<file path="config.mk">
export PLATFORM = sky130hd
export DESIGN_NAME = reaction_timer_sched
export DESIGN_NICKNAME = d
export VERILOG_FILES = /design/src/rtl/reaction_timer_sched.sv
export SDC_FILE = /design/constraint.sdc
export NUM_CORES = 1
export LEC_CHECK = 0
export ABC_AREA = 1
export CAP_MARGIN = 10
export CORE_ASPECT_RATIO = 0.6
export CORE_UTILIZATION = 41
export DETAILED_ROUTE_END_ITERATION = 16
export PLACE_DENSITY = 0.69
export SYNTH_ARGS = -nofsm -noshare
export SYNTH_HDL_FRONTEND = slang
export SYNTH_SLANG_ARGS = --single-unit
</file>
<file path="constraint.sdc">
create_clock -name clk -period 3.3 [get_ports clk]
set_input_delay 0.99 -clock clk [delete_from_list [all_inputs] [get_ports clk]]
set_output_delay 0.99 -clock clk [all_outputs]
set_load 0.1 [all_outputs]
</file>
<file path="src/rtl/reaction_timer_sched.sv">
// reaction_timer_sched
//   Timing and scoring scheduler for the reaction test. It provides:
//   - a pseudo-random pre-stimulus wait of RWAIT_MIN_MS plus 0..2047 ms
//   - a fixed penalty wait of WAIT5_MS ms
//   - a millisecond reaction timer with a late flag
//   - a four-trial score history: last, best and average
//   Both waits count ticks from one shared, free-running ms prescaler. The
//   reaction timer has its own prescaler so that its count is exact.
//
// Ports
//   clk, rst       system clock, synchronous active-high reset
//   start_rwait    level, random wait requested      -> rwait_done
//   start_wait5    level, penalty wait requested     -> wait5_done
//   time_clr       clears the reaction timer (wins over time_en)
//   time_en        reaction timer count enable       -> rt_ms, time_late
//   rs_en          result shown; rising edge commits rt_ms as one trial
//   clr_stats      one-cycle pulse, clears the history (wins over a commit)
//   last_ms, best_ms, avg_ms, avg_valid, trial_cnt   score outputs
module reaction_timer_sched #(
  parameter int MS_DIV       = 100000,
  parameter int RWAIT_MIN_MS = 1000,
  parameter int WAIT5_MS     = 5000,
  parameter int LATE_MS      = 1000
) (
  input  logic        clk,
  input  logic        rst,
  input  logic        start_rwait,
  input  logic        start_wait5,
  input  logic        time_clr,
  input  logic        time_en,
  input  logic        rs_en,
  input  logic        clr_stats,
  output logic        rwait_done,
  output logic        wait5_done,
  output logic        time_late,
  output logic [13:0] rt_ms,
  output logic [13:0] last_ms,
  output logic [13:0] best_ms,
  output logic [13:0] avg_ms,
  output logic        avg_valid,
  output logic [3:0]  trial_cnt
);

  localparam int            PW     = (MS_DIV > 1) ? $clog2(MS_DIV) : 1;
  localparam logic [PW-1:0] PS_MAX = PW'(MS_DIV - 1);
  localparam logic [13:0]   RT_MAX = 14'h3FFF;

  logic [15:0]      lfsr_q, lfsr_d;
  logic [PW-1:0]    wpre_q, wpre_d;
  logic [PW-1:0]    tpre_q, tpre_d;
  logic [13:0]      rwait_cnt_q, rwait_cnt_d;
  logic [13:0]      wait5_cnt_q, wait5_cnt_d;
  logic             start_rwait_q, start_wait5_q, rs_en_q;
  logic [13:0]      rt_ms_q, rt_ms_d;
  logic             time_late_q, time_late_d;
  logic [13:0]      last_ms_q, last_ms_d;
  logic [13:0]      best_ms_q, best_ms_d;
  logic [13:0]      avg_ms_q, avg_ms_d;
  logic             avg_valid_q, avg_valid_d;
  logic [3:0]       trial_cnt_q, trial_cnt_d;
  logic [3:0][13:0] hist_q, hist_d;
  logic [15:0]      sum_q, sum_d;

  logic wait_tick, rwait_rise, wait5_rise, commit;

  always_comb begin
    wait_tick  = (wpre_q == PS_MAX);
    rwait_rise = start_rwait & ~start_rwait_q;
    wait5_rise = start_wait5 & ~start_wait5_q;
    commit     = rs_en & ~rs_en_q;

    // Galois LFSR, right shift; the seed is non-zero so it never locks up
    lfsr_d = lfsr_q[0] ? ((lfsr_q >> 1) ^ 16'hB400) : (lfsr_q >> 1);
    wpre_d = wait_tick ? '0 : wpre_q + 1'b1;

    rwait_cnt_d = rwait_cnt_q;
    if (rwait_rise)
      rwait_cnt_d = 14'(RWAIT_MIN_MS) + {3'b000, lfsr_q[10:0]};
    else if (start_rwait && (rwait_cnt_q != '0) && wait_tick)
      rwait_cnt_d = rwait_cnt_q - 14'd1;

    wait5_cnt_d = wait5_cnt_q;
    if (wait5_rise)
      wait5_cnt_d = 14'(WAIT5_MS);
    else if (start_wait5 && (wait5_cnt_q != '0) && wait_tick)
      wait5_cnt_d = wait5_cnt_q - 14'd1;

    tpre_d  = tpre_q;
    rt_ms_d = rt_ms_q;
    if (time_clr) begin
      tpre_d  = '0;
      rt_ms_d = '0;
    end else if (time_en) begin
      if (tpre_q == PS_MAX) begin
        tpre_d = '0;
        if (rt_ms_q != RT_MAX)
          rt_ms_d = rt_ms_q + 14'd1;
      end else begin
        tpre_d = tpre_q + 1'b1;
      end
    end
    time_late_d = time_clr ? 1'b0 : (rt_ms_q >= 14'(LATE_MS));

    hist_d      = hist_q;
    sum_d       = sum_q;
    last_ms_d   = last_ms_q;
    best_ms_d   = best_ms_q;
    trial_cnt_d = trial_cnt_q;
    if (clr_stats) begin
      hist_d      = '0;
      sum_d       = '0;
      last_ms_d   = '0;
      best_ms_d   = RT_MAX;
      trial_cnt_d = '0;
    end else if (commit) begin
      last_ms_d = rt_ms_q;
      best_ms_d = (rt_ms_q < best_ms_q) ? rt_ms_q : best_ms_q;
      hist_d    = {hist_q[2:0], rt_ms_q};
      // running sum of the window; cleared entries are zero so the first
      // three commits need no special case
      sum_d = sum_q + {2'b00, rt_ms_q} - {2'b00, hist_q[3]};
      if (trial_cnt_q != 4'd15)
        trial_cnt_d = trial_cnt_q + 4'd1;
    end
    // average is taken from the next-state sum so it lands with last_ms
    avg_valid_d = (trial_cnt_d >= 4'd4);
    avg_ms_d    = avg_valid_d ? sum_d[15:2] : '0;
  end

  always_ff @(posedge clk) begin
    if (rst) begin
      lfsr_q        <= 16'hACE1;
      wpre_q        <= '0;
      tpre_q        <= '0;
      rwait_cnt_q   <= '0;
      wait5_cnt_q   <= '0;
      start_rwait_q <= 1'b0;
      start_wait5_q <= 1'b0;
      rs_en_q       <= 1'b0;
      rt_ms_q       <= '0;
      time_late_q   <= 1'b0;
      last_ms_q     <= '0;
      best_ms_q     <= RT_MAX;
      avg_ms_q      <= '0;
      avg_valid_q   <= 1'b0;
      trial_cnt_q   <= '0;
      hist_q        <= '0;
      sum_q         <= '0;
    end else begin
      lfsr_q        <= lfsr_d;
      wpre_q        <= wpre_d;
      tpre_q        <= tpre_d;
      rwait_cnt_q   <= rwait_cnt_d;
      wait5_cnt_q   <= wait5_cnt_d;
      start_rwait_q <= start_rwait;
      start_wait5_q <= start_wait5;
      rs_en_q       <= rs_en;
      rt_ms_q       <= rt_ms_d;
      time_late_q   <= time_late_d;
      last_ms_q     <= last_ms_d;
      best_ms_q     <= best_ms_d;
      avg_ms_q      <= avg_ms_d;
      avg_valid_q   <= avg_valid_d;
      trial_cnt_q   <= trial_cnt_d;
      hist_q        <= hist_d;
      sum_q         <= sum_d;
    end
  end

  // In the cycle the request rises the counter still holds zero from the
  // previous wait (or reset); the registered request masks that stale zero.
  assign rwait_done = start_rwait & start_rwait_q & (rwait_cnt_q == '0);
  assign wait5_done = start_wait5 & start_wait5_q & (wait5_cnt_q == '0);

  assign time_late = time_late_q;
  assign rt_ms     = rt_ms_q;
  assign last_ms   = last_ms_q;
  assign best_ms   = best_ms_q;
  assign avg_ms    = avg_ms_q;
  assign avg_valid = avg_valid_q;
  assign trial_cnt = trial_cnt_q;

endmodule

</file>
# Word-level counts from Yosys, hierarchy flattened
# Cells that the tools add are included.
totals:
  register_bits: 201
  in_bits: 8
  out_inout_bits: 64
  word_cells: 77
classes:
  muxes: 11
  order_cmp: 3
  eq_ne: 4
  bitwise: 12
  addsub: 9
  n_reduce_logical: 17
op_table:
  columns: ["cell", "count"]
  rows:
  - ["two-way mux 16 bit", 3]
  - ["adder 17 x 1 -> 17 bit (second input constant)", 2]
  - ["equality test 17 bit (second input constant)", 2]
  - ["logical NOT 14 bit", 2]
  - ["two-way mux 14 bit", 2]
  - ["nonzero test 14 bit", 2]
  - ["subtractor 14 x 1 -> 14 bit (second input constant)", 2]
  - ["two-way mux 13 bit", 2]
  - ["two-way mux 17 bit", 1]
  - ["adder 16 x 14 -> 16 bit", 1]
  - ["subtractor 16 x 14 -> 16 bit", 1]
  - ["adder 14 x 1 -> 14 bit (second input constant)", 1]
  - [">= comparator 14 x 10 -> 1 bit (second input constant)", 1]
  - ["less-than comparator 14 bit", 1]
  - ["!= test 14 bit (second input constant)", 1]
  - ["adder 10 x 11 -> 12 bit (first input constant)", 1]
  - ["two-way mux 4 bit", 3]
  - ["OR reduction 2 bit", 5]
  - ["AND 1 bit", 7]
  - ["adder 4 x 1 -> 4 bit (second input constant)", 1]
  - [">= comparator 4 x 3 -> 1 bit (second input constant)", 1]
  - ["logical AND 1 bit", 4]
  - ["!= test 4 bit (second input constant)", 1]
  - ["inverter 1 bit", 4]
  - ["4 further kinds", 5]

# Depth between registers and ports, before layout
depth:
  word_depth: 7
  mapped_depth: 14
  depth_no_buf: 14

# Worst setup path before layout
# No wires, ideal clock.
synth_timing:
  path_type: "input to output"
  start: "in start_rwait"
  end: "out rwait_done"
  slack_ps: 21
  required_ps: 2310
  path_buffers: 0
  t_arrival_ps: 2289
  stages: 2
  path_cell_list: "nand2_1 nor2_1"
synth_via:
  elab_chain_cells: 2
synth_lines:
  columns: ["item", "line", "text"]
  rows:
  - ["start, declared", "27", "input logic start_rwait,"]
  - ["AND 1 bit (2 in a row)", "172", "assign rwait_done = start_rwait & start_rwait_q & (rwait_cnt_q == '0);"]
  - ["end, declared", "33", "output logic rwait_done,"]
# No other way between the ends.

# Final worst setup path
layout_timing:
  start: "reg rwait_cnt_q[0]"
  end: "out rwait_done"
layout_via:
  elab_chain_cells: 2
layout_lines:
  columns: ["item", "line", "text"]
  rows:
  - ["start, declared", "51", "logic [13:0] rwait_cnt_q, rwait_cnt_d;"]
  - ["start signal, assigned", "153", "rwait_cnt_q <= rwait_cnt_d;"]
  - ["logical NOT 14 bit", "172", null]
  - ["AND 1 bit", "172", null]
# No other way between the ends.

==> impl_results.md <==
* Result of the run: finished clean
* Smallest setup slack after layout at ~0.24 ns
* Share of synthesized area occupied by flip-flops and latches at roughly two fifths
* Clock tree from TritonCTS: done
* Fmax at approximately 0.33 GHz
* Max-slew violation count at 0
* Synth Net Count at approximately 1,600
* Half-perimeter wire length after placement at about 18,000 um
* Average cell area after synthesis at approximately 7 um2
* Number of max-cap violations at 0
* Later-pin clock latency in the skew report at between 0.4 and 0.5 ns
* Count of routing violations after the opening detailed-route iteration at around 840
* # clock sinks at ~200
* Sequential Power Share at about two fifths
* Headroom to the max-slew limit at around half
* Final standard cell count with taps included and fillers excluded at about 1,900
* Net switching power at between 0.0015 and 0.002 W
* Die outline width at about 210 um
* Least-Margin Pin Slew at around 0.77 ns
* Cells after DPL at ~1,900
* Combinational cell fraction of total power at approximately 16%
* Final Hold Slack at around 0.41 ns
* Final clock skew at roughly 0.014 ns
* Share of flip-flops with an asynchronous set or reset at 0%
* YS warnings at 0
* Internal Pwr Total at ~0.0045 W
* Post-cts hold buffer count at 0
* Fillcell total at ~2,400
* Clock slew at reported path FFs at around 0.07 ns
* Routed WL at 25,080 um
* Crit-path max FO at 5
* N_diodes at 0
* Antenna violations before repair at 0
* Number of vias in the routed layout at approximately 9,500
* Count of port buffers added during placement at 71
* Power density cells at ~500 mW/mm2
* Crit path arrival time at 2.07 ns
* Clock tree root driver cell: clkbuf_16
* Global-route wire length before repair at ~42,000 um
* Number of enable flip-flop cells after synthesis at 0
* Maximum single-stage delay on the critical path at between 0.3 and 0.4 ns
* Post-synthesis cell area at between 0.01 and 0.015 mm2
* Number of iterations in the first detailed-routing pass at 6
* Hold WC Path Type: reg -> reg
* Setup violations, final at 0
* Avg Vias per Cell at 4.961
* Deepest level of the CTS H-tree at 1
* Routability Congestion at between 0.9 and 1
* Leak at 5.619 nW
* Worst Min Path Start: lfsr_q[15]$_SDFF_PP1_
* Clock period minus final worst setup slack at 3.059 ns
* IO Count at 72
* Cell-by-cell listing of the critical path: inv_1 > ha_1 > nand2_2 > nor2_4 > nand4_1 > nor2_1 > buf_12
* Number of buffers created by CTS at 21
* Critical-path cell with the highest stage delay: dfxtp_1
* Worst Reg2Reg Path Length in Cells at 12
* Startpoint of the lowest-slack register-to-register path: rt_ms[1]$_SDFFE_PP0P_
* Top Family by Delay on Critical Path: simple AND/OR/NAND/NOR gates
* Required time at the worst-slack endpoint at roughly 2.3 ns
* Switching fraction of total power at 27.30%
* Nature of the critical path endpoint: output port
* CP Launch Type: register
* Part of the power in the clock network at between 40% and 50%
* Count of mapped cells out of synthesis at roughly 1,500
* Final antenna-violating net count at 0
* Library cells used by synthesis at 43
* Area of the placeable core at between 0.02 and 0.025 mm2
* Crit path depth at 7
* End-of-flow core utilization at around half
* Buffer count from post-CTS setup fixing at 0
* Hold Path Cell Cnt at 2
* Remaining routing DRC violations at 0
* Number of nets in the final layout at around 1,600
* Initial Util at 42.67%
* Place WS at between 0.2 and 0.3 ns
* Commonest cells in the netlist: nand2_1, nor2_1, dfxtp_1
* Global Route Usage Sum at between 10% and 20%
* Launching instance or port of the critical path: rwait_cnt_q[0]$_SDFFE_PP0P_
* Share of layout cells above drive strength 1 at around 11%
* Std cell rows at 44
* Largest net degree at the start of global routing at 83
* Endpoints failing hold at 0
* Number of cells upsized or downsized after cts at 0
* Routed length per placed instance at 13.15 um
* Fin crit share at just over 90%
* Largest buffer count on any clock path at 3
* #FFs+latches synth at between 200 and 250
* Most instantiated flip-flop cell in the synthesis netlist: dfxtp_1
* Cells taking the most area after synthesis: dfxtp_1, nand2_1, nor2_1
* Total negative slack for setup checks at 0 ns
* Critical path type: reg -> out
* Area growth syn-to-layout at 15.30%
* Top cell type's share of synthesized area at between 30% and 40%
* Die height at 126.1 um
* Congestion Overflow GR at 0
* Peak VDD IR at 0.0003036 V
* Leading area contributor after synthesis: dfxtp_1
* Worst Path Buf+Inv at 2
* Die area at approximately 0.026 mm2
* Most instantiated library cell after synthesis: nand2_1
* Setup repair after global routing missed its margin: no
* Via count of the first global-routing pass at 8,401
-- path summary, 6_finish.rpt --
check	end	slack, ns
max	rwait_done	0.24
min	lfsr_q[14]$_SDFF_PP0_	0.41
max reg2reg	avg_ms[10]$_SDFF_PP0_	0.54
min reg2reg	lfsr_q[14]$_SDFF_PP0_	0.41
-- sequential cells by signal (all words and copies together) (netlist names) --
name           count
avg_ms            14
time_late          1
sum_q             16
start_rwait_q      1
wait5_cnt_q       14
hist_q            56
avg_valid          1
rt_ms             14
rs_en_q            1
wpre_q            17
tpre_q            17
start_wait5_q      1
best_ms           14
rwait_cnt_q       14
trial_cnt          4
lfsr_q            16
-- power by group through the flow --
stage	Sequential [W]	Clock, W	Combinational [W]
2_1_floorplan	0.00267	0	0.000683
3_3_place_gp	0.00262	0	0.000914
3_5_place_dp	0.00262	0	0.000928
4_1_cts	0.00256	0.00269	0.000938
5_1_grt	0.00257	0.00281	0.00107
6_report	0.00256	0.00263	0.000948
-- cells by family (layout without fill, tap and decap cells) --
| logic type | after synthesis | after routing | synth area share, % |
|---|---|---|---|
| AND/OR/NAND/NOR | 781 | 781 | 32.02 |
| buffers and inverters | 259 | 327 | 10.13 |
| flip-flops | 201 | 201 | 38.24 |
| AO/OA/AOI/OAI | 186 | 186 | 9.191 |
| adder cells (fa/ha/maj) | 52 | 52 | 7.181 |
| XOR/XNOR | 39 | 39 | 3.246 |
-- metal layers --
layer / routed length [um] / GRT usage, % / vias to the layer above
li1: - / - / 4894
met1: 13370 / 30.45 / 4316
met2: 9894 / 27.18 / 226
met3: 1454 / 2.668 / 30
met4: 362 / 3.806 / 0
met5: 0 / 0 / -
-- final cells by class --
cell class / count / area (um2) / area share (%)
Timing Repair Buffer: 92 / 753.2 / 6.207
Clock inverter: 9 / 170.2 / 1.402
Tap cell: 322 / 402.9 / 3.320
Clock buffer: 26 / 594.3 / 4.898
Inverter: 200 / 750.7 / 6.187
Sequential cell: 201 / 4024 / 33.16
Multi-Input combinational cell: 1058 / 5439 / 44.82
-- stage by stage --
| stage | area [um2] | total power (W) |
|---|---|---|
| 2_1_floorplan | 10520 | 0.003351 |
| 3_3_place_gp | 11370 | 0.003529 |
| 3_5_place_dp | 11370 | 0.003545 |
| 4_1_cts | 12130 | 0.006187 |
| 5_1_grt | 12130 | 0.006453 |
| 6_report | 12130 | 0.006138 |
-- worst reg2reg max path, delay by kind of cell (launching register included) --
family                   cells  cell delay [ns]
adder cells (fa/ha/maj)      2             1.04
buffers and inverters        2             0.23
flip-flops                   1             0.48
AND/OR/NAND/NOR              8             0.90
-- cell usage in the layout, fill, tap and decap left out, types with 2 or more instances in the layout --
cell type,instances
nor3_2,2
inv_2,7
o21ai_1,3
buf_12,4
fa_1,14
nand3_1,105
nor3b_1,2
nor2_1,264
clkbuf_16,21
buf_4,81
nand2_2,10
ha_1,38
nor3_1,30
nand4_1,23
o21ai_0,85
or2_2,5
nand3b_1,3
bufinv_16,5
nand2_1,309
nor2_4,9
a21oi_1,88
nor2_2,9
a21oi_2,2
nor4_1,5
dfxtp_1,201
xor2_1,32
clkdlybuf4s50_1,6
xnor2_1,7
clkbuf_8,5
inv_1,192
clkinv_2,4
Power figures use the tool's default switching activity.
